--- src/rtl/rr_arbiter8.sv ---
// rr_arbiter8 -- eight-requester round-robin arbiter feeding the 8-to-3 encoder.
//
// A grant is held until the owner asserts done. The next search starts one
// past the last granted index, so the previous owner is always considered
// last. gnt is registered one-hot (or zero) so the downstream combinational
// encoder sees a glitch-free input.
//
// Optional watchdog: define RR_ARBITER8_TIMEOUT_EN to force release of a
// grant held for HOLD_MAX cycles without done. In that case timeout pulses
// for one cycle. Without the macro there is no counter and timeout is tied 0.
//
// Parameters:
//   HOLD_MAX  maximum grant hold time in cycles (watchdog only), 2..255
// Ports:
//   clk      rising-edge clock
//   rst_n    asynchronous active-low reset
//   req      request vector, bit n = requester n
//   done     owner releases its grant (ignored in IDLE)
//   gnt      registered one-hot grant (or 0), drives encoder.i
//   busy     OR of gnt, high while a grant is held
//   timeout  one-cycle pulse after a watchdog release
module rr_arbiter8 #(
    parameter int HOLD_MAX = 16
) (
    input  logic       clk,
    input  logic       rst_n,
    input  logic [7:0] req,
    input  logic       done,
    output logic [7:0] gnt,
    output logic       busy,
    output logic       timeout
);

    typedef enum logic {
        IDLE  = 1'b0,
        GRANT = 1'b1
    } state_t;

    state_t     state, state_nx;
    logic [2:0] ptr, ptr_nx;
    logic [7:0] gnt_nx;
    logic       hit;
    logic [2:0] win;
    logic       release_now;

    // An out-of-range HOLD_MAX leaves this marker scope in the elaborated
    // hierarchy, where it is easy to spot.
    if (HOLD_MAX < 2 || HOLD_MAX > 255) begin : g_illegal_hold_max
    end

    // Rotating search: ptr+1 first, ptr itself last. The 3-bit sum wraps
    // modulo 8 for free.
    always_comb begin : search
        hit = 1'b0;
        win = ptr;
        for (int i = 1; i <= 8; i++) begin
            if (!hit && req[ptr + 3'(i)]) begin
                hit = 1'b1;
                win = ptr + 3'(i);
            end
        end
    end

`ifdef RR_ARBITER8_TIMEOUT_EN
    localparam logic [7:0] HOLD_LAST = 8'(HOLD_MAX - 1);

    logic [7:0] hold_cnt, hold_cnt_nx;
    logic       wd_fire;
    logic       timeout_nx;

    assign wd_fire     = (state == GRANT) && (hold_cnt == HOLD_LAST);
    assign release_now = done | wd_fire;
    // A done on the watchdog edge is an ordinary release.
    assign timeout_nx  = wd_fire & ~done;

    // Count only while a grant is being held. Any release, new grant or
    // idle cycle restarts the count from zero.
    always_comb begin
        hold_cnt_nx = 8'd0;
        if (state == GRANT && !release_now)
            hold_cnt_nx = hold_cnt + 8'd1;
    end

    always_ff @(posedge clk or negedge rst_n) begin
        if (!rst_n) begin
            hold_cnt <= 8'd0;
            timeout  <= 1'b0;
        end else begin
            hold_cnt <= hold_cnt_nx;
            timeout  <= timeout_nx;
        end
    end
`else
    assign release_now = done;
    assign timeout     = 1'b0;
`endif

    always_comb begin : fsm_next
        state_nx = state;
        gnt_nx   = gnt;
        ptr_nx   = ptr;
        case (state)
            IDLE: begin
                if (hit) begin
                    gnt_nx   = 8'b1 << win;
                    ptr_nx   = win;
                    state_nx = GRANT;
                end
            end
            GRANT: begin
                // req changes are ignored until release. On release, the
                // same-cycle req is searched, so handoff needs no idle cycle.
                if (release_now) begin
                    if (hit) begin
                        gnt_nx = 8'b1 << win;
                        ptr_nx = win;
                    end else begin
                        gnt_nx   = 8'd0;
                        state_nx = IDLE;
                    end
                end
            end
        endcase
    end

    always_ff @(posedge clk or negedge rst_n) begin : fsm_reg
        if (!rst_n) begin
            state <= IDLE;
            gnt   <= 8'd0;
            ptr   <= 3'd7;
        end else begin
            state <= state_nx;
            gnt   <= gnt_nx;
            ptr   <= ptr_nx;
        end
    end

    assign busy = |gnt;

endmodule

--- config.mk ---
export PLATFORM = sky130hd
export DESIGN_NAME = rr_arbiter8
export DESIGN_NICKNAME = d
export VERILOG_FILES = /design/src/rtl/rr_arbiter8.sv
export SDC_FILE = /design/constraint.sdc
export NUM_CORES = 1
export LEC_CHECK = 0
export ABC_AREA = 1
export CAP_MARGIN = 10
export CORE_MARGIN = 5
export CORE_UTILIZATION = 50
export CTS_CLUSTER_DIAMETER = 100
export DETAILED_ROUTE_END_ITERATION = 10
export PLACE_DENSITY = 0.75
export SYNTH_ARGS = -nofsm -noshare
export SYNTH_HDL_FRONTEND = slang
export SYNTH_SLANG_ARGS = --single-unit
--- constraint.sdc ---
create_clock -name clk -period 5.3 [get_ports clk]
set_input_delay 1.06 -clock clk [delete_from_list [all_inputs] [get_ports clk]]
set_output_delay 1.06 -clock clk [all_outputs]
set_load 0.02 [all_outputs]
## After elaboration in Yosys (flattened, before gate mapping)

Index checks and enable logic that the tools add are counted.

| word-level totals | value |
|---|---|
| bits in registers | 12 |
| latch bits | 0 |
| memory bits (writable) | 0 |
| ROM bits | 0 |
| bits of input ports | 11 |
| output and inout port bits | 10 |
| memories | 0 |

| operators by class | value |
|---|---|
| $add $sub $neg | 7 |
| $mul | 0 |
| divide/modulo/power cells | 0 |
| magnitude comparators | 8 |
| equality and inequality tests | 2 |
| shift operators | 1 |
| muxes and demuxes | 42 |
| bitwise logic cells | 1 |
| reductions and logical operators | 16 |

Operators with widths:

| operator | number |
|---|---|
| $lt A3 B4 Y1 const B | 8 |
| $mux W3 | 10 |
| $bmux W1 S3 | 8 |
| $mux W8 | 3 |
| $mux W1 | 18 |
| $pmux W8 S2 | 1 |
| $add A3 B3 Y3 const B | 4 |
| $reduce_or A8 Y1 | 1 |
| $shl A1 B3 Y8 const A | 1 |
| $logic_and A1 B1 Y1 | 7 |
| $logic_not A1 Y1 | 7 |
| $add A3 B2 Y3 const B | 2 |
| $pmux W3 S2 | 1 |
| $ne A2 B2 Y1 const B | 2 |
| $add A3 B1 Y3 const B | 1 |
| $pmux W1 S2 | 1 |
| $reduce_and A2 Y1 | 1 |
| $not A1 Y1 | 1 |

## Depth between registers and ports, before layout

Gate-level depths: netlist (run 1).

| depth | value |
|---|---|
| word-level depth | 29 |
| mapped depth | 20 |
| mapped depth without buffers | 20 |

## Worst setup path after synthesis (run 1)

No wires, ideal clock.

| timing | value |
|---|---|
| path type | register to register |
| from | reg ptr[0] |
| to | reg gnt[1] |
| library setup time | 117 ps |
| data arrival time | 2447 ps |
| path slack | 2735 ps |
| cell stages (with the launch flop) | 18 |
| clock period less this slack | 2565 ps |
| cell sequence | dfstp_2 -> inv_2 -> buf_6 -> ha_1 -> inv_2 -> nand3_1 -> nand3_4 -> nand2_4 -> nor2_8 -> nand4_4 -> nor2_4 -> nand3_1 -> nand2_1 -> nand2_1 -> nand2_1 -> nor2_2 -> nand3_1 -> nand2_1 |

| on the way | value |
|---|---|
| word-level cells in the longest chain between the ends | 29 |
| elaborated cells on any way between the ends | 60 |
| those cells by class | 7 x add/sub; 1 x eq/ne; 1 x shift; 36 x mux; 15 x reduce/logical |

Ends and longest elaborated chain:

| element | line | RTL |
|---|---|---|
| from (decl) | 40 | `logic [2:0] ptr, ptr_nx;` |
| from (signal assigned) | 134 | `ptr <= ptr_nx;` |
| $add A3 B1 Y3 | 57, 59 |  |
| $bmux W1 S3 | 57 | `if (!hit && req[ptr + 3'(i)]) begin` |
| $mux W1 (not written as such) | 57 |  |
| $mux W1 | 57 |  |
| $logic_not A1 Y1 | 57 |  |
| $logic_and A1 B1 Y1 | 57 |  |
| $mux W1 | 57 |  |
| $logic_not A1 Y1 | 57 |  |
| (+13 left out) | n/a |  |
| $mux W1 | 57 |  |
| $logic_not A1 Y1 | 57 |  |
| $logic_and A1 B1 Y1 | 57 |  |
| $mux W3 | 57 |  |
| $shl A1 B3 Y8 | 105, 115 |  |
| $mux W8 | 114 | `if (hit) begin` |
| $mux W8 | 113 | `if (release_now) begin` |
| $pmux W8 S2 | 102 | `case (state)` |
| to (signal assigned) | 133 | `gnt <= gnt_nx;` |
| to (decl) | 29 | `output logic [7:0] gnt,` |

Parallel ways exist; a longest one is shown, timed or not. The select of a mux whose other input is x is not followed.
A chain may end at the register's enable or synchronous reset.

## Final worst setup path (run 1)

Ends and elaborated chain as after synthesis.

==> reports/metrics.csv, run 1 <==
stage,metric,value,unit
status,outcome,completed,
synth,synth_top_area_frac,0.2200,
sta,setup-tns-final,0,ns
route,wl,3204,um
route,drc,0,
clocking,numCtsBuffers,3,
setup_path,cp.arrival,3.31,ns
layout,antennaDiodeCount,0,
sta,whs,0.5118,ns
clocking,cts_resized,0,
placed_design,dpl.hpwl,2641,um
floorplanning,start_util,0.5181,
clocking,cts.sinks,12,
route,ant_nets,0,
layout,final_cells,264,
synth,ys_ff_latch,12,
sta,fin_crit,3.094,ns
clocking,cts_buffer_depth,2,
sta,timing.final.crit_share,0.5838,
grt,grt_max_degree,14,
grt,grt_first_pass_wirelength,5554,um
placed_design,io_buffer_count,19,
route,via_per_inst,5.212,
setup_path,cp_max_fo,13,
clocking,clock_latency,0.27,ns
synth,synth_cells,215,
layout,drive_gt1_frac,0.1888,
sta,rsz0062_at_grt,no,
layout,final_nets,247,
clocking,cts_root_buf,clkbuf_4,
synth,synth-edff-count,0,
sta,clock_skew,0.0008527,ns
route,dr.pass1.iters,4,
sta,slew_viol_final,0,
clocking,post_cts_buffers,0,
synth,synth_largest_area_cell,nand2_1,
floorplanning,die_w,63.23,um
floorplanning,fp.dieH,63.23,um
synth,synth_flop_cell,dfrtp_1,
synth,yosysSeqAreaShare,0.2147,
route,first_iter_violations,55,
setup_path,cp.required,5.52,ns
synth,synth_fp_nets,228,
synth,synth_area_leaders,"nand2_1 22%, dfrtp_1 16%, nand3_1 10%",
setup_path,cp-end-kind,flip-flop,
synth,syn_area,1416,um^2
placed_design,dp_cells,260,
floorplanning,ios,21,
floorplanning,rows,19,
grt,grt_overflow,0,
sta,hold_viol,0,
synth,yosysWarnings,0,
setup_path,critPathKind,flip-flop to flip-flop,
placed_design,gp_congestion,0.8745,
grt,first_global_vias,1240,
layout,fillers,268,
grt,gr-usage-all-layers,0.1686,
min_path,hp-class,flip-flop to flip-flop,
synth,ys_async_sr_fraction,1.000,
sta,worst_pin_slew,0.5366,ns
sta,finalSetupViolCount,0,
grt,grt_antenna_before_repair,0,
route,vias,1376,
route,wl_per_cell,12.14,um
synth,synth.avg_cell_area,6.588,um^2
run,maxCapViolCount,0,
clocking,clk_pin_slew,0.07,ns
floorplanning,dieArea,3997,um^2
clocking,h-tree-depth,1,
clocking,cts_tree,built,
clocking,postCtsHoldBufs,0,
sta,slew_headroom,0.6406,
synth,synth_cell_type_count,33,
sta,fmax,0.3232,GHz
floorplanning,core_area,2734,um^2
layout,syn_to_final_growth,15.02,%
setup_path,startpoint_type,flip-flop,
## cell usage after synthesis (2+ instances only)
master / count
a21oi_1: 3
nand3_1: 29
dfstp_2: 3
nand3_2: 7
o21ai_1: 6
nand2_2: 5
inv_1: 12
nor2_1: 12
o21ai_0: 3
buf_6: 4
a31oi_1: 2
inv_2: 8
ha_1: 2
nand3_4: 2
dfrtp_1: 9
nand2_1: 83
nand4_1: 3
nor4_1: 2
nand2_4: 6
## placed cells by master (no fill, tap or decap), types with 3 or more instances in the layout
cell | Yosys | routed
nor2_1 | 12 | 12
nand2_4 | 6 | 6
nand2_1 | 83 | 83
inv_1 | 12 | 12
dfstp_2 | 3 | 3
nand4_1 | 3 | 3
o21ai_0 | 3 | 3
o21ai_1 | 6 | 6
nand3_2 | 7 | 7
clkdlybuf4s50_1 | 0 | 19
inv_2 | 8 | 8
dfrtp_1 | 9 | 9
a21oi_1 | 3 | 3
clkbuf_4 | 0 | 3
nand3_1 | 29 | 29
nand2_2 | 5 | 5
## critical path, cell delays in order (launching register included)
cell,delay [ns]
dfstp_2,0.70
inv_2,0.20
ha_1,0.46
inv_2,0.19
nand3_1,0.17
nand3_4,0.13
nand2_4,0.09
nor2_8,0.16
nand4_2,0.16
clkinv_1,0.10
nand2_1,0.05
nand2_1,0.10
nand2_1,0.06
nand2_1,0.15
nand2_1,0.09
nor2_2,0.09
nand3_1,0.08
nand2_1,0.06
## cells by family after synthesis
kind of cell | synth area share
flip-flops | 0.2147
adder cells (fa/ha/maj) | 0.01767
XOR/XNOR | 0.02916
AO/OA/AOI/OAI | 0.05653
other | 0.002648
AND/OR/NAND/NOR | 0.5866
buffers and inverters | 0.09275
## metal layers
metal  vias to the layer above  global-route usage  wire length (um)
met4                         0             0.03117                24
met5                         -                   0                 0
met2                        24              0.2756              1498
li1                        733                   -                 -
met3                         4             0.03375               123
met1                       615              0.2314              1558
## path summary, 6_finish.rpt
check	cells past startpoint	from	to	slack [ns]
max	17	ptr[0]	gnt[1]	2.21
min	2	gnt[5]	gnt[5]	0.51
max reg2reg	17	ptr[0]	gnt[1]	2.21
min reg2reg	2	gnt[5]	gnt[5]	0.51
max in group asynchronous	1	rst_n	ptr[1]	3.82
min in group asynchronous	1	rst_n	gnt[5]	1.12
## per-stage QoR
step             util  cell area (um^2)  worst slack, ns
2_1_floorplan       -              1416            2.735
3_3_place_gp   0.5826              1593            2.166
3_5_place_dp   0.5826              1593            2.176
4_1_cts        0.5959              1629            2.229
5_1_grt        0.5959              1629            1.955
6_report       0.5959              1629            2.206
## state kept, by name, indices dropped and copies added, names as in the netlist
register	flops
gnt	8
ptr	3
state	1
## area by class of cell
type,instances,area (um^2),share of cell area
clock buffer,4,36.28,0.02227
multi-input combinational,177,980.9,0.6022
timing repair buffer,19,190.2,0.1167
sequential,12,304.0,0.1866
tap,31,38.79,0.02381
inverter,21,78.83,0.04839
Power of run 1 is left out: the tool's default activity adds up to more than one toggle a clock period on the data nets, which glitch-free logic cannot reach.
==> run 2: changes to the inputs <==
--- a/config.mk
+++ b/config.mk
@@ -8,10 +8,10 @@
 export ABC_AREA = 1
 export CAP_MARGIN = 10
 export CORE_MARGIN = 5
-export CORE_UTILIZATION = 50
+export CORE_UTILIZATION = 49
 export CTS_CLUSTER_DIAMETER = 100
 export DETAILED_ROUTE_END_ITERATION = 10
-export PLACE_DENSITY = 0.75
+export PLACE_DENSITY = 0.76
 export SYNTH_ARGS = -nofsm -noshare
 export SYNTH_HDL_FRONTEND = slang
 export SYNTH_SLANG_ARGS = --single-unit
==> constraint.sdc (replaced) <==
create_clock -name clk -period 2.63 [get_ports clk]
set_input_delay 0.526 -clock clk [delete_from_list [all_inputs] [get_ports clk]]
set_output_delay 0.526 -clock clk [all_outputs]
set_load 0.02 [all_outputs]
==> reports/metrics.csv, run 2 (synthesis results as in run 1) <==
stage,metric,value,unit
sta,hold_viol,0,
setup_path,cp-end-kind,flip-flop,
route,ant_nets,0,
setup_path,cp.required,2.78,ns
route,via_per_inst,5.313,
grt,first_global_vias,1362,
sta,timing.final.crit_share,0.9461,
layout,final_nets,258,
floorplanning,ios,21,
grt,grt_overflow,0,
layout,final_cell_mix,"81 x nand2_1, 28 x nand3_1, 19 x clkdlybuf4s50_1, 12 x inv_1, 12 x nor2_1",
floorplanning,fp.dieH,63.77,um
clocking,cts_root_buf,clkbuf_4,
sta,slew_viol_final,0,
floorplanning,rows,19,
layout,final_cells,275,
clocking,h-tree-depth,1,
min_path,hp-class,flip-flop to flip-flop,
sta,worst_pin_slew,0.5259,ns
layout,drive_gt1_frac,0.2377,
floorplanning,core_area,2758,um^2
route,drc,0,
floorplanning,start_util,0.5136,
layout,fillers,257,
route,wl_per_cell,12.68,um
sta,fmax,0.4019,GHz
route,dr.pass1.iters,4,
clocking,clk_pin_slew,0.07,ns
status,outcome,completed,
setup_path,cp_max_fo,12,
layout,largest_register_ffs,8,
layout,regArea,304.0,um^2
grt,grt_antenna_before_repair,0,
route,first_iter_violations,45,
placed_design,dp_cells,266,
grt,grt_first_pass_wirelength,5961,um
layout,syn_to_final_growth,22.44,%
clocking,clock_latency,0.27,ns
floorplanning,die_w,63.77,um
run,maxCapViolCount,0,
sta,clock_skew,0.007474,ns
layout,antennaDiodeCount,0,
grt,gr-usage-all-layers,0.1735,
layout,reg_top3,"gnt: 8 flops, ptr: 3 flops, state: 1 flops",
sta,fin_crit,2.488,ns
layout,final_common_cell,nand2_1,
clocking,numCtsBuffers,3,
layout,multiInputGateArea,1003,um^2
clocking,cts_buffer_depth,2,
sta,slew_headroom,0.6471,
placed_design,dpl.hpwl,2731,um
sta,finalSetupViolCount,0,
placed_design,io_buffer_count,19,
clocking,cts_tree,built,
route,vias,1461,
route,wl,3488,um
clocking,postCtsHoldBufs,0,
setup_path,critPathKind,flip-flop to flip-flop,
floorplanning,dieArea,4066,um^2
clocking,cts.sinks,12,
setup_path,cp.arrival,2.64,ns
placed_design,gp_congestion,0.8494,
layout,largest-register,gnt,
setup_path,startpoint_type,flip-flop,
grt,grt_max_degree,13,
[run 2: cell count changes in the layout (fill, tap and decap cells not counted), sizes merged]
| cell | previous run | this run |
|---|---|---|
| buf | 0 | 11 |
[run 2: path summary, 6_finish.rpt]
check,end,start,slack (ns),cells after the start
max in group asynchronous,ptr[0],rst_n,1.66,1
max,gnt[2],ptr[0],0.14,17
min reg2reg,gnt[5],gnt[5],0.52,2
min,gnt[5],gnt[5],0.52,2
min in group asynchronous,gnt[5],rst_n,0.60,1
max reg2reg,gnt[2],ptr[0],0.14,17
[run 2: final cells by class]
type,instances,share of cell area
clock buffers,4,0.01515
inverters,21,0.04690
multi-input cells,177,0.5786
flip-flops and latches,12,0.1753
well taps,31,0.02237
repair buffers,30,0.1616
[run 2: per-layer routing]
metal / GRT usage / vias to the layer above / routed length (um)
met5: 0 / - / 0
met4: 0.03896 / 0 / 14
met3: 0.03327 / 2 / 189
met2: 0.2703 / 38 / 1686
met1: 0.2492 / 666 / 1597
li1: - / 755 / -
[run 2: metrics by stage]
stage | util | setup WS, ns | setup TNS, ns | hold slack, ns | cell area (um^2)
6_report | 0.6289 | 0.1417 | 0 | 0.5188 | 1734
5_1_grt | 0.6289 | -0.007149 | -0.008415 | 0.5563 | 1734
4_1_cts | 0.6071 | 0.06251 | 0 | 0.5160 | 1674
3_5_place_dp | 0.5939 | -0.02946 | -0.09130 | 0.4990 | 1638
3_3_place_gp | 0.5939 | -0.01275 | -0.01275 | 0.5005 | 1638
2_1_floorplan | - | 0.06524 | 0 | 0.2304 | 1416
[run 2: critical path, stage by stage, from the launching register on]
cell and delay, ns:
dfstp_2 0.55, buf_6 0.15, ha_1 0.17, inv_1 0.05
nand2_1 0.06, nand2_2 0.10, nand3_2 0.12, nand2_4 0.10
nor2_8 0.14, nand4_4 0.14, nor2_4 0.18, nand2_2 0.09
o21ai_1 0.09, inv_1 0.06, nand2_2 0.09, nand2_2 0.09
nand3_1 0.11, nand2_1 0.07
[run 2: timing repair]
item                                    in CTS  in global routing
endpoints found under the setup margin       5                 11
pin swaps                                    0                  3
buffers inserted                             1                  4
gates resized for setup                      1                  7
Power of run 2 is left out for the same reason.
